==> src/rtl/dbus_wb_master.sv <==
// dbus_wb_master: MEM-stage data port to a single-beat Wishbone classic master.
// Define DBUS_TIMEOUT_EN to add the BUSY timeout abort and the bus_err_o port.
module dbus_wb_master #(
    parameter int unsigned TIMEOUT_CYCLES = 255
) (
    input  logic        wb_clk_i,
    input  logic        wb_rst_i,

    input  logic        cpu_ce_i,
    input  logic [31:0] cpu_addr_i,
    input  logic        cpu_we_i,
    input  logic [3:0]  cpu_sel_i,
    input  logic [31:0] cpu_data_i,
    input  logic        stall_i,
    input  logic        flush_i,
    output logic [31:0] cpu_data_o,
    output logic        stallreq_o,
`ifdef DBUS_TIMEOUT_EN
    output logic        bus_err_o,
`endif

    output logic        wb_cyc_o,
    output logic        wb_stb_o,
    output logic        wb_we_o,
    output logic [31:0] wb_adr_o,
    output logic [31:0] wb_dat_o,
    output logic [3:0]  wb_sel_o,
    input  logic [31:0] wb_dat_i,
    input  logic        wb_ack_i
);

    if (TIMEOUT_CYCLES < 2 || TIMEOUT_CYCLES > 65535) begin : g_bad_cfg
        $error("dbus_wb_master: TIMEOUT_CYCLES must be 2..65535");
    end

    typedef enum logic [1:0] {
        IDLE,
        BUSY,
        WAIT_STALL
    } state_e;

    state_e      state_q, state_d;
    logic        cyc_q, cyc_d;
    logic        we_q, we_d;
    logic [3:0]  sel_q, sel_d;
    logic [31:0] adr_q, adr_d;
    logic [31:0] dat_q, dat_d;
    logic [31:0] rd_buf_q, rd_buf_d;

    logic        bus_load;
    logic        bus_clr;
    logic        abort_to;

`ifdef DBUS_TIMEOUT_EN
    localparam int unsigned CNT_W = $clog2(TIMEOUT_CYCLES + 1);
    localparam logic [CNT_W-1:0] CNT_LAST = CNT_W'(TIMEOUT_CYCLES - 1);

    logic [CNT_W-1:0] cnt_q, cnt_d;

    // The cycle that would bring the count to TIMEOUT_CYCLES is the abort cycle.
    assign abort_to = (state_q == BUSY) && !wb_ack_i && !flush_i
                   && (cnt_q == CNT_LAST);
    assign bus_err_o = abort_to;

    always_comb begin
        cnt_d = cnt_q;
        if (bus_load) begin
            cnt_d = '0;
        end else if (state_q == BUSY && !wb_ack_i) begin
            cnt_d = cnt_q + 1'b1;
        end
    end

    always_ff @(posedge wb_clk_i or negedge wb_rst_i) begin
        if (!wb_rst_i) begin
            cnt_q <= '0;
        end else begin
            cnt_q <= cnt_d;
        end
    end
`else
    assign abort_to = 1'b0;
`endif

    always_comb begin
        state_d    = state_q;
        bus_load   = 1'b0;
        bus_clr    = 1'b0;
        rd_buf_d   = rd_buf_q;
        stallreq_o = 1'b0;
        cpu_data_o = '0;

        unique case (state_q)
            IDLE: begin
                stallreq_o = cpu_ce_i && !flush_i;
                if (cpu_ce_i && !flush_i) begin
                    bus_load = 1'b1;
                    state_d  = BUSY;
                end else begin
                    bus_clr = 1'b1;
                end
            end
            BUSY: begin
                stallreq_o = !wb_ack_i && !flush_i && !abort_to;
                if (wb_ack_i && !we_q) begin
                    cpu_data_o = wb_dat_i;
                end
                if (flush_i) begin
                    bus_clr = 1'b1;
                    state_d = IDLE;
                end else if (wb_ack_i) begin
                    bus_clr  = 1'b1;
                    rd_buf_d = we_q ? 32'h0 : wb_dat_i;
                    state_d  = stall_i ? WAIT_STALL : IDLE;
                end else if (abort_to) begin
                    bus_clr = 1'b1;
                    state_d = IDLE;
                end
            end
            WAIT_STALL: begin
                cpu_data_o = rd_buf_q;
                if (!stall_i || flush_i) begin
                    state_d = IDLE;
                end
            end
            default: begin
                state_d = IDLE;
            end
        endcase
    end

    always_comb begin
        cyc_d = cyc_q;
        we_d  = we_q;
        sel_d = sel_q;
        adr_d = adr_q;
        dat_d = dat_q;
        if (bus_load) begin
            cyc_d = 1'b1;
            we_d  = cpu_we_i;
            sel_d = cpu_sel_i;
            adr_d = cpu_addr_i;
            dat_d = cpu_data_i;
        end else if (bus_clr) begin
            cyc_d = 1'b0;
            we_d  = 1'b0;
            sel_d = '0;
            adr_d = '0;
            dat_d = '0;
        end
    end

    always_ff @(posedge wb_clk_i or negedge wb_rst_i) begin
        if (!wb_rst_i) begin
            state_q  <= IDLE;
            cyc_q    <= 1'b0;
            we_q     <= 1'b0;
            sel_q    <= '0;
            adr_q    <= '0;
            dat_q    <= '0;
            rd_buf_q <= '0;
        end else begin
            state_q  <= state_d;
            cyc_q    <= cyc_d;
            we_q     <= we_d;
            sel_q    <= sel_d;
            adr_q    <= adr_d;
            dat_q    <= dat_d;
            rd_buf_q <= rd_buf_d;
        end
    end

    // Single-beat classic cycles: STB always mirrors CYC.
    assign wb_cyc_o = cyc_q;
    assign wb_stb_o = cyc_q;
    assign wb_we_o  = we_q;
    assign wb_sel_o = sel_q;
    assign wb_adr_o = adr_q;
    assign wb_dat_o = dat_q;

endmodule
==> config.mk <==
export PLATFORM = sky130hd
export DESIGN_NAME = dbus_wb_master
export DESIGN_NICKNAME = d
export VERILOG_FILES = /design/src/rtl/dbus_wb_master.sv
export SDC_FILE = /design/constraint.sdc
export NUM_CORES = 1
export LEC_CHECK = 0
export BUFFER_PORTS_ARGS = -buffer_cell sky130_fd_sc_hd__buf_2
export CAP_MARGIN = 20
export CELL_PAD_IN_SITES_DETAIL_PLACEMENT = 1
export CELL_PAD_IN_SITES_GLOBAL_PLACEMENT = 2
export CORE_ASPECT_RATIO = 1.4
export CORE_MARGIN = 4
export CORE_UTILIZATION = 29
export CTS_CLUSTER_SIZE = 30
export DETAILED_ROUTE_END_ITERATION = 12
export PLACE_DENSITY = 0.82
export SLEW_MARGIN = 20
export SYNTH_ARGS = -nofsm -noshare
export SYNTH_HDL_FRONTEND = slang
export SYNTH_SLANG_ARGS = --single-unit
export TNS_END_PERCENT = 50
==> constraint.sdc <==
create_clock -name wb_clk_i -period 2.6 [get_ports wb_clk_i]
set_input_delay 0 -clock wb_clk_i [delete_from_list [all_inputs] [get_ports wb_clk_i]]
set_output_delay 0 -clock wb_clk_i [all_outputs]
set_load 0.005 [all_outputs]
==> results of run 1 <==
[registers in the layout (all words and copies together) (netlist names)]
register	cells
wb_dat_o	32
wb_we_o	1
rd_buf_q	32
wb_adr_o	32
wb_cyc_o	1
state_q	2
wb_sel_o	4
[per-stage QoR]
step	utilization (%)	setup WS [ns]	hold WS, ns
4_1_cts	46.8	0.204	0.0137
3_3_place_gp	38.0	0.722	0.178
2_1_floorplan	-	1.11	-0.296
6_report	46.8	0.242	0.0290
5_1_grt	46.8	0.00664	0.0578
3_5_place_dp	38.0	0.601	0.192
[power groups by stage]
stage | Sequential, W | Combinational [W] | Clock, W
after CTS | 0.00242 | 0.00214 | 0.00138
after global placement | 0.00241 | 0.00193 | 0
final | 0.00244 | 0.00215 | 0.00133
after floorplan | 0.00241 | 0.00115 | 0
after global routing | 0.00251 | 0.00236 | 0.00146
after detailed placement | 0.00245 | 0.00200 | 0
[kinds of logic after synthesis]
kind of cell / Yosys count / share of synthesized area [%]
compound gates: 142 / 24.5
simple gates: 107 / 11.2
flops: 104 / 58.9
buf+inv: 40 / 4.02
fa+ha+maj: 5 / 1.42
[worst min-delay path: cells and delay by family]
| family | cells | cell delay (ns) |
|---|---|---|
| compound gates | 2 | 0.18 |
| buf+inv | 2 | 0.15 |
[timing repair]
action / in CTS / in global routing
buffers inserted: 0 / 0
hold endpoints to repair: 170 / 0
hold buffers: 103 / 0
[layer usage]
| metal | up-vias | GRT usage (%) | part of all wire (%) |
|---|---|---|---|
| met1 | 2192 | 23.9 | 41 |
| li1 | 2036 | - | - |
| met5 | - | 0 | 0 |
| met3 | 18 | 3.46 | 5.7 |
| met4 | 0 | 5.84 | 1.7 |
| met2 | 175 | 33.8 | 52 |
[placed cells by master, fill, tap and decap left out, types with 3 or more instances in the layout]
cell type      instances
nand2_1               69
a22oi_1               19
buf_2                209
ha_1                   5
a32oi_1               12
nor2b_1               31
inv_1                  3
clkbuf_16              9
buf_4                  9
a22o_1                69
dfrtp_1              104
buf_12                 3
dlygate4sd3_1        103
o21ai_0               34
[area by class of cell]
| cell class | instances | area (um2) | share of cell area (%) |
|---|---|---|---|
| flip-flops and latches | 104 | 2600 | 37.1 |
| repair buffers | 324 | 2200 | 31.4 |
| multi-input cells | 254 | 1660 | 23.6 |
| well taps | 192 | 240 | 3.42 |
| clock buffers | 10 | 229 | 3.26 |
| clock inverters | 6 | 62.6 | 0.892 |
| inverters | 5 | 18.8 | 0.267 |
[Yosys cell counts]
cell type / n
a32oi_1: 12
clkbuf_1: 22
inv_2: 2
o31ai_1: 1
nor2b_1: 31
a31o_2: 1
ha_1: 5
nand4_1: 1
a21oi_1: 1
a31oi_1: 1
nand2b_1: 1
o2111ai_1: 1
a22oi_1: 19
and3_1: 1
o21ai_0: 34
and2_1: 2
dfrtp_1: 104
buf_2: 10
nand3_1: 2
inv_1: 3
a22o_1: 69
a21o_1: 1
a21boi_0: 2
nand2_1: 69
buf_6: 1
buf_4: 2
[path summary, 6_finish.rpt]
kind / startpoint / end / slack, ns / cells after the start
worst min-delay path: flush_i / state_q[1] / 0.03 / 4
worst min register to register: rd_buf_q[28] / rd_buf_q[28] / 0.49 / 2
worst max register to register: state_q[1] / rd_buf_q[3] / 0.72 / 5
max in group asynchronous: wb_rst_i / wb_dat_o[17] / 1.45 / 3
min in group asynchronous: wb_rst_i / wb_adr_o[5] / 0.34 / 2
worst max-delay path: state_q[1] / cpu_data_o[10] / 0.24 / 9
==> impl_metrics.tcl, run 1 <==
set metrics [dict create \
    status "finished, final reports clean" \
    switching_share_pct 36.3 \
    overflow 0 \
    slew_headroom_pct 40.6 \
    finalHoldViolCount 0 \
    critPathArrivalTime_ns 2.36 \
    antenna_found_initial 0 \
    num_vias 4421 \
    die_x_um 112 \
    portBuffers 210 \
    final_area_um2 7020 \
    ir_drop_v 0.000431 \
    hpwl_um 10100 \
    power_w 0.00592 \
    cts_tree "yes" \
    clockBufferDepth 2 \
    grt_start_max_net_pins 73 \
    ys_ff_latch 104 \
    grtUsageTotal_pct 19.2 \
    grt_pass1_vias 4763 \
    ctsHtreeMaxLevel 3 \
    cp-start-kind "flop" \
    grt_pass1_wl_um 26700 \
    clock_latency_ns 0.34 \
    first_pass_iters 4 \
    drt_iter0_markers 229 \
    numCtsBuffers 9 \
    dieHeight_um 154 \
    synth_top_area_share_pct 58.9 \
    drv_cap 0 \
    start_util_pct 29.5 \
    fin_cells 895 \
    slowest_delay_ns 0.43 \
    crit_slowest_cell "dfrtp_1" \
    rsz0062_at_grt "false" \
    tightest_slew_ns 0.891 \
    cts_resized 0 \
    place_inst 776 \
    cts_sinks 104 \
    fmax_ghz 0.424 \
    layout-drive-gt1-share_pct 34.4 \
    area_delta_synth_final_pct 58.8 \
    combPwrFrac_pct 36.3 \
    leakagePower_nw 3.63 \
    layout.nets 810 \
    viasPerCell 4.94 \
    core_region_area_um2 15000 \
    avgRoutedWirePerCell_um 18.7 \
    die_area_um2 17300 \
    cp_max_fo 19 \
    avgSynthCellArea_um2 11.1 \
    yosysWarnings 0 \
    tns_ns 0 \
    yosysSeqAreaShare_pct 58.9 \
    num-fill-cells 1705 \
    cp_num_buf_inv 4 \
    p_clk_share_pct 22.4 \
    synthTopCellsByArea "dfrtp_1 59%, a22o_1 14%, nand2_1 5.9%" \
    required_ns 2.60 \
    finalMaxSlewViolations 0 \
    setup_viol 0 \
    crit_chain "inv_1 > ha_1 > and2_1 > buf_4 > and2_1 > buf_4 > a22oi_1 > nor2b_1 > buf_2" \
    routed_wl_um 16700 \
    path_class "flop to output pin" \
    io_pins 211 \
    syn-instance-count 398 \
    ant_nets 0 \
    p_int_w 0.00377 \
    rows 53 \
    synth_top_area_cell "dfrtp_1" \
    syn_area_um2 4420 \
    drcViolationCount 0 \
    layout_min_cycle_time_ns 2.36 \
    syn-num-nets 510 \
    clkTransAtPathRegs_ns 0.07 \
    cpLargestDelayFamily "buffers and inverters" \
    num_antenna_cells 0 \
    place.gp.congestion 0.825 \
    p_sw_w 0.00215 \
    p_seq_share_pct 41.3 \
    synth.distinct_cells 26 \
    placed_cell_area_um2 5690 \
    p_per_area_nw_per_um2 844 \
    clock_skew_ns 0.00639 \
    min_path_type "input port to flop" \
    ctsRootBufferMaster "clkbuf_16" \
    end_kind "output pin" \
    period_share_pct 90.7 \
]
(Power assumes the default switching activity.)
==> run 2: changes to the inputs <==
--- a/config.mk
+++ b/config.mk
@@ -6,7 +6,6 @@
 export NUM_CORES = 1
 export LEC_CHECK = 0
 export BUFFER_PORTS_ARGS = -buffer_cell sky130_fd_sc_hd__buf_2
-export CAP_MARGIN = 20
 export CELL_PAD_IN_SITES_DETAIL_PLACEMENT = 1
 export CELL_PAD_IN_SITES_GLOBAL_PLACEMENT = 2
 export CORE_ASPECT_RATIO = 1.4
@@ -14,6 +13,7 @@
 export CORE_UTILIZATION = 29
 export CTS_CLUSTER_SIZE = 30
 export DETAILED_ROUTE_END_ITERATION = 12
+export HOLD_SLACK_MARGIN = 0.1
 export PLACE_DENSITY = 0.82
 export SLEW_MARGIN = 20
 export SYNTH_ARGS = -nofsm -noshare
==> impl_metrics.tcl, run 2 (synthesis results as in run 1) <==
set metrics [dict create \
    start_util_pct 29.5 \
    final_common_cell "buf_2" \
    required_ns 2.88 \
    clock_latency_ns 0.35 \
    num_antenna_cells 0 \
    r2r_start "state_q[0]" \
    numCtsBuffers 9 \
    cpLargestDelayFamily "buffers and inverters" \
    die_x_um 112 \
    die_area_um2 17300 \
    p_per_area_nw_per_um2 843 \
    avgRoutedWirePerCell_um 18.7 \
    layout_min_cycle_time_ns 2.42 \
    switching_share_pct 36.3 \
    portBuffers 210 \
    cp-start-kind "flop" \
    p_clk_share_pct 22.4 \
    min_from "wb_ack_i" \
    antenna_found_initial 0 \
    fmax_ghz 0.413 \
    clkTransAtPathRegs_ns 0.07 \
    cts_sinks 104 \
    viasPerCell 4.92 \
    slowest_delay_ns 0.59 \
    critPathArrivalTime_ns 2.70 \
    p_int_w 0.00379 \
    path_class "flop to flop" \
    ctsHtreeMaxLevel 3 \
    grt_start_max_net_pins 73 \
    combPwrFrac_pct 36.5 \
    finalHoldViolCount 0 \
    drt_iter0_markers 291 \
    final_cell_mix "209 x buf_2, 106 x dlygate4sd3_1, 104 x dfrtp_1" \
    core_region_area_um2 15000 \
    dieHeight_um 154 \
    path_common_cell "dlygate4sd3_1" \
    finalMaxSlewViolations 0 \
    slew_headroom_pct 40.1 \
    hpwl_um 10100 \
    cts_tree "yes" \
    ctsRootBufferMaster "clkbuf_16" \
    rsz0062_at_grt "false" \
    area_delta_synth_final_pct 59.6 \
    postCtsSetupBuffers 0 \
    min_path_type "input port to flop" \
    overflow 0 \
    fin_hold_ws_ns 0.183 \
    crit_start "state_q[0]" \
    first_pass_iters 4 \
    grt_pass1_vias 4797 \
    setup_viol 0 \
    layout-drive-gt1-share_pct 34.4 \
    tightest_slew_ns 0.898 \
    rows 53 \
    drcViolationCount 0 \
    ant_nets 0 \
    clockBufferDepth 2 \
    status "finished, final reports clean" \
    end_kind "flop" \
    grtUsageTotal_pct 19.3 \
    io_pins 211 \
    cp_num_buf_inv 3 \
    drv_cap 0 \
    clock_skew_ns 0.00661 \
    routed_wl_um 16800 \
    grt_pass1_wl_um 26800 \
    crit_chain "inv_1 > ha_1 > o2111ai_1 > dlygate4sd3_1 > o31ai_1 > dlygate4sd3_1" \
    tns_ns 0 \
    layout.nets 813 \
    crit_slowest_cell "dlygate4sd3_1" \
    leakagePower_nw 3.64 \
    p_sw_w 0.00215 \
    ir_drop_v 0.000441 \
    period_share_pct 93.1 \
    num_vias 4414 \
    p_seq_share_pct 41.1 \
    place.gp.congestion 0.825 \
    cp_max_fo 5 \
]
[run 2: cell count changes in the layout (fill, tap and decap cells not counted)]
cell,delta
ha_1,-1
dlygate4sd3_1,+3
ha_2,+1
[run 2: worst paths after layout]
| check | end | slack (ns) | cells after the start |
|---|---|---|---|
| min reg2reg | rd_buf_q[28] | 0.49 | 2 |
| max | state_q[1] | 0.18 | 6 |
| max in group asynchronous | wb_dat_o[17] | 1.45 | 3 |
| min | state_q[0] | 0.18 | 4 |
| min in group asynchronous | wb_adr_o[5] | 0.34 | 2 |
| max reg2reg | state_q[1] | 0.18 | 6 |
[run 2: repair_timing]
| action | 4_1_cts | 5_1_grt |
|---|---|---|
| resized for setup | 0 | 1 |
| hold buffers | 106 | 0 |
| endpoints found under the setup margin | 0 | 1 |
| endpoints found under the hold margin | 170 | 0 |
[run 2: cell type report]
class,instances,area [um2]
Inverter,5,18.8
Clock inverter,6,62.6
Timing Repair Buffer,327,2230
Sequential cell,104,2600
Fill cell,1705,7940
Tap cell,192,240
Multi-Input combinational cell,254,1660
Clock buffer,10,229
[run 2: layer usage]
metal	track usage, %	vias to the layer above	wire, um
met4	5.84	0	273
met5	0	-	0
met3	3.46	18	970
met2	34.2	173	8710
met1	23.9	2182	6830
li1	-	2041	-
[run 2: through the flow]
step | cell area [um2] | total power (W) | worst slack, ns | util [%] | std cells
global placement | 5690 | 0.00434 | 0.722 | 38.0 | 776
floorplan | 4420 | 0.00355 | 1.11 | - | 398
finish | 7050 | 0.00594 | 0.179 | 47.0 | 898
global route | 7050 | 0.00635 | 0.0339 | 47.0 | 898
CTS | 7050 | 0.00595 | 0.162 | 47.0 | 898
detailed placement | 5690 | 0.00445 | 0.601 | 38.0 | 776
[run 2: power by group through the flow]
stage / Combinational, W / Sequential, W / Clock, W
6_report: 0.00217 / 0.00244 / 0.00133
5_1_grt: 0.00238 / 0.00251 / 0.00146
4_1_cts: 0.00215 / 0.00242 / 0.00138
3_5_place_dp: 0.00200 / 0.00245 / 0
3_3_place_gp: 0.00193 / 0.00241 / 0
2_1_floorplan: 0.00115 / 0.00241 / 0
[run 2: tightest hold or removal path, cell delays in order]
cell and delay (ns):
buf_2 0.14, nand2b_1 0.16, nand3_1 0.10, nand2_1 0.08
==> run 3: changes to the inputs <==
--- a/config.mk
+++ b/config.mk
@@ -10,11 +10,11 @@
 export CELL_PAD_IN_SITES_GLOBAL_PLACEMENT = 2
 export CORE_ASPECT_RATIO = 1.4
 export CORE_MARGIN = 4
-export CORE_UTILIZATION = 29
+export CORE_UTILIZATION = 27
 export CTS_CLUSTER_SIZE = 30
 export DETAILED_ROUTE_END_ITERATION = 12
 export HOLD_SLACK_MARGIN = 0.1
-export PLACE_DENSITY = 0.82
+export PLACE_DENSITY = 0.77
 export SLEW_MARGIN = 20
 export SYNTH_ARGS = -nofsm -noshare
 export SYNTH_HDL_FRONTEND = slang
==> constraint.sdc (replaced) <==
create_clock -name wb_clk_i -period 2.46 [get_ports wb_clk_i]
set_input_delay 0 -clock wb_clk_i [delete_from_list [all_inputs] [get_ports wb_clk_i]]
set_output_delay 0 -clock wb_clk_i [all_outputs]
set_load 0.005 [all_outputs]
==> impl_metrics.tcl, run 3 (synthesis results as in run 1) <==
set metrics [dict create \
    finalMaxSlewViolations 0 \
    place.gp.congestion 0.769 \
    ctsRootBufferMaster "clkbuf_16" \
    start_util_pct 27.4 \
    grtUsageTotal_pct 17.3 \
    clkTransAtPathRegs_ns 0.08 \
    num_vias 4382 \
    die_area_um2 18500 \
    clock_latency_ns 0.34 \
    num_antenna_cells 0 \
    antenna_found_initial 0 \
    setup_viol 0 \
    place_inst 783 \
    dieHeight_um 159 \
    portBuffers 210 \
    finalHoldViolCount 0 \
    ant_nets 0 \
    crit_start "state_q[1]" \
    cts_resized 0 \
    fin_util_pct 43.8 \
    cp_max_fo 19 \
    power_w 0.00618 \
    drv_cap 0 \
    fin_cells 905 \
    rows 55 \
    drt_iter0_markers 189 \
    final_cell_mix "210 x buf_2, 105 x dlygate4sd3_1, 104 x dfrtp_1" \
    clock_skew_ns 0.00797 \
    critPathArrivalTime_ns 2.20 \
    grt_pass1_vias 4751 \
    status "finished, final reports clean" \
    area_delta_synth_final_pct 59.6 \
    grt_start_max_net_pins 71 \
    viasPerCell 4.84 \
    io_pins 211 \
    r2r_start "state_q[1]" \
    num-fill-cells 1817 \
    tightest_slew_ns 0.535 \
    end_kind "output pin" \
    numCtsBuffers 9 \
    die_x_um 116 \
    ctsHtreeMaxLevel 3 \
    routed_wl_um 15900 \
    drcViolationCount 0 \
    final_common_cell "buf_2" \
    hpwl_um 10200 \
    cts-hold-fix-buffers 106 \
    tns_ns 0 \
    min_path_type "input port to flop" \
    layout.nets 813 \
    grt_pass1_wl_um 25800 \
    leakagePower_nw 3.64 \
    p_per_area_nw_per_um2 877 \
    avgRoutedWirePerCell_um 17.6 \
    postCtsSetupBuffers 0 \
    required_ns 2.46 \
    slew_headroom_pct 64.3 \
    cts_sinks 104 \
    overflow 0 \
    path_class "flop to output pin" \
    fin_hold_ws_ns 0.133 \
    cts_tree "yes" \
    ir_drop_v 0.000348 \
    clockBufferDepth 2 \
    rsz0062_at_grt "false" \
    min_from "cpu_ce_i" \
    first_pass_iters 4 \
    period_share_pct 89.3 \
    layout-drive-gt1-share_pct 34.6 \
    core_region_area_um2 16100 \
    cp-start-kind "flop" \
    fmax_ghz 0.455 \
    layout_min_cycle_time_ns 2.20 \
]
==> run 3: metal layers <==
metal | routed length (um) | share of wire [%] | GRT usage, % | vias up
li1 | - | - | - | 2042
met4 | 322 | 2.0 | 4.96 | 0
met1 | 6480 | 41 | 21.0 | 2137
met2 | 7960 | 50 | 30.0 | 180
met3 | 1170 | 7.3 | 4.37 | 23
met5 | 0 | 0 | 0 | -
==> run 3: critical path, cell delays in order, from the launching register on <==
cell     delay (ns)
dfrtp_1        0.42
inv_1          0.13
ha_1           0.34
and2_1         0.19
and2_1         0.12
buf_4          0.24
a22oi_1        0.10
nor2b_1        0.16
buf_2          0.15
==> run 3: cell type report <==
type                            instances  area [um2]  area share (%)
Sequential cell                       104        2600            36.9
Timing Repair Buffer                  327        2230            31.6
Multi-Input combinational cell        254        1660            23.5
Tap cell                              199         249            3.53
Clock buffer                            9         225            3.19
Clock inverter                          7        66.3           0.941
Inverter                                5        18.8           0.266
==> run 3: stage by stage <==
stage	instance area, um2	setup slack (ns)
2_1_floorplan	4420	0.965
3_3_place_gp	5700	0.798
3_5_place_dp	5700	0.676
4_1_cts	7060	0.269
5_1_grt	7050	0.100
6_report	7050	0.264
==> run 3: path summary, 6_finish.rpt <==
path	slack, ns	end	cells after the start
max	0.26	cpu_data_o[11]	8
min	0.13	state_q[1]	4
max reg2reg	0.44	state_q[1]	5
min reg2reg	0.49	rd_buf_q[18]	2
max in group asynchronous	1.80	rd_buf_q[14]	3
min in group asynchronous	0.23	wb_dat_o[21]	3
==> run 3: where the power goes <==
group,internal [W],switching [W]
Sequential,0.00224,0.000321
Combinational,0.00102,0.00119
Clock,0.000711,0.000686
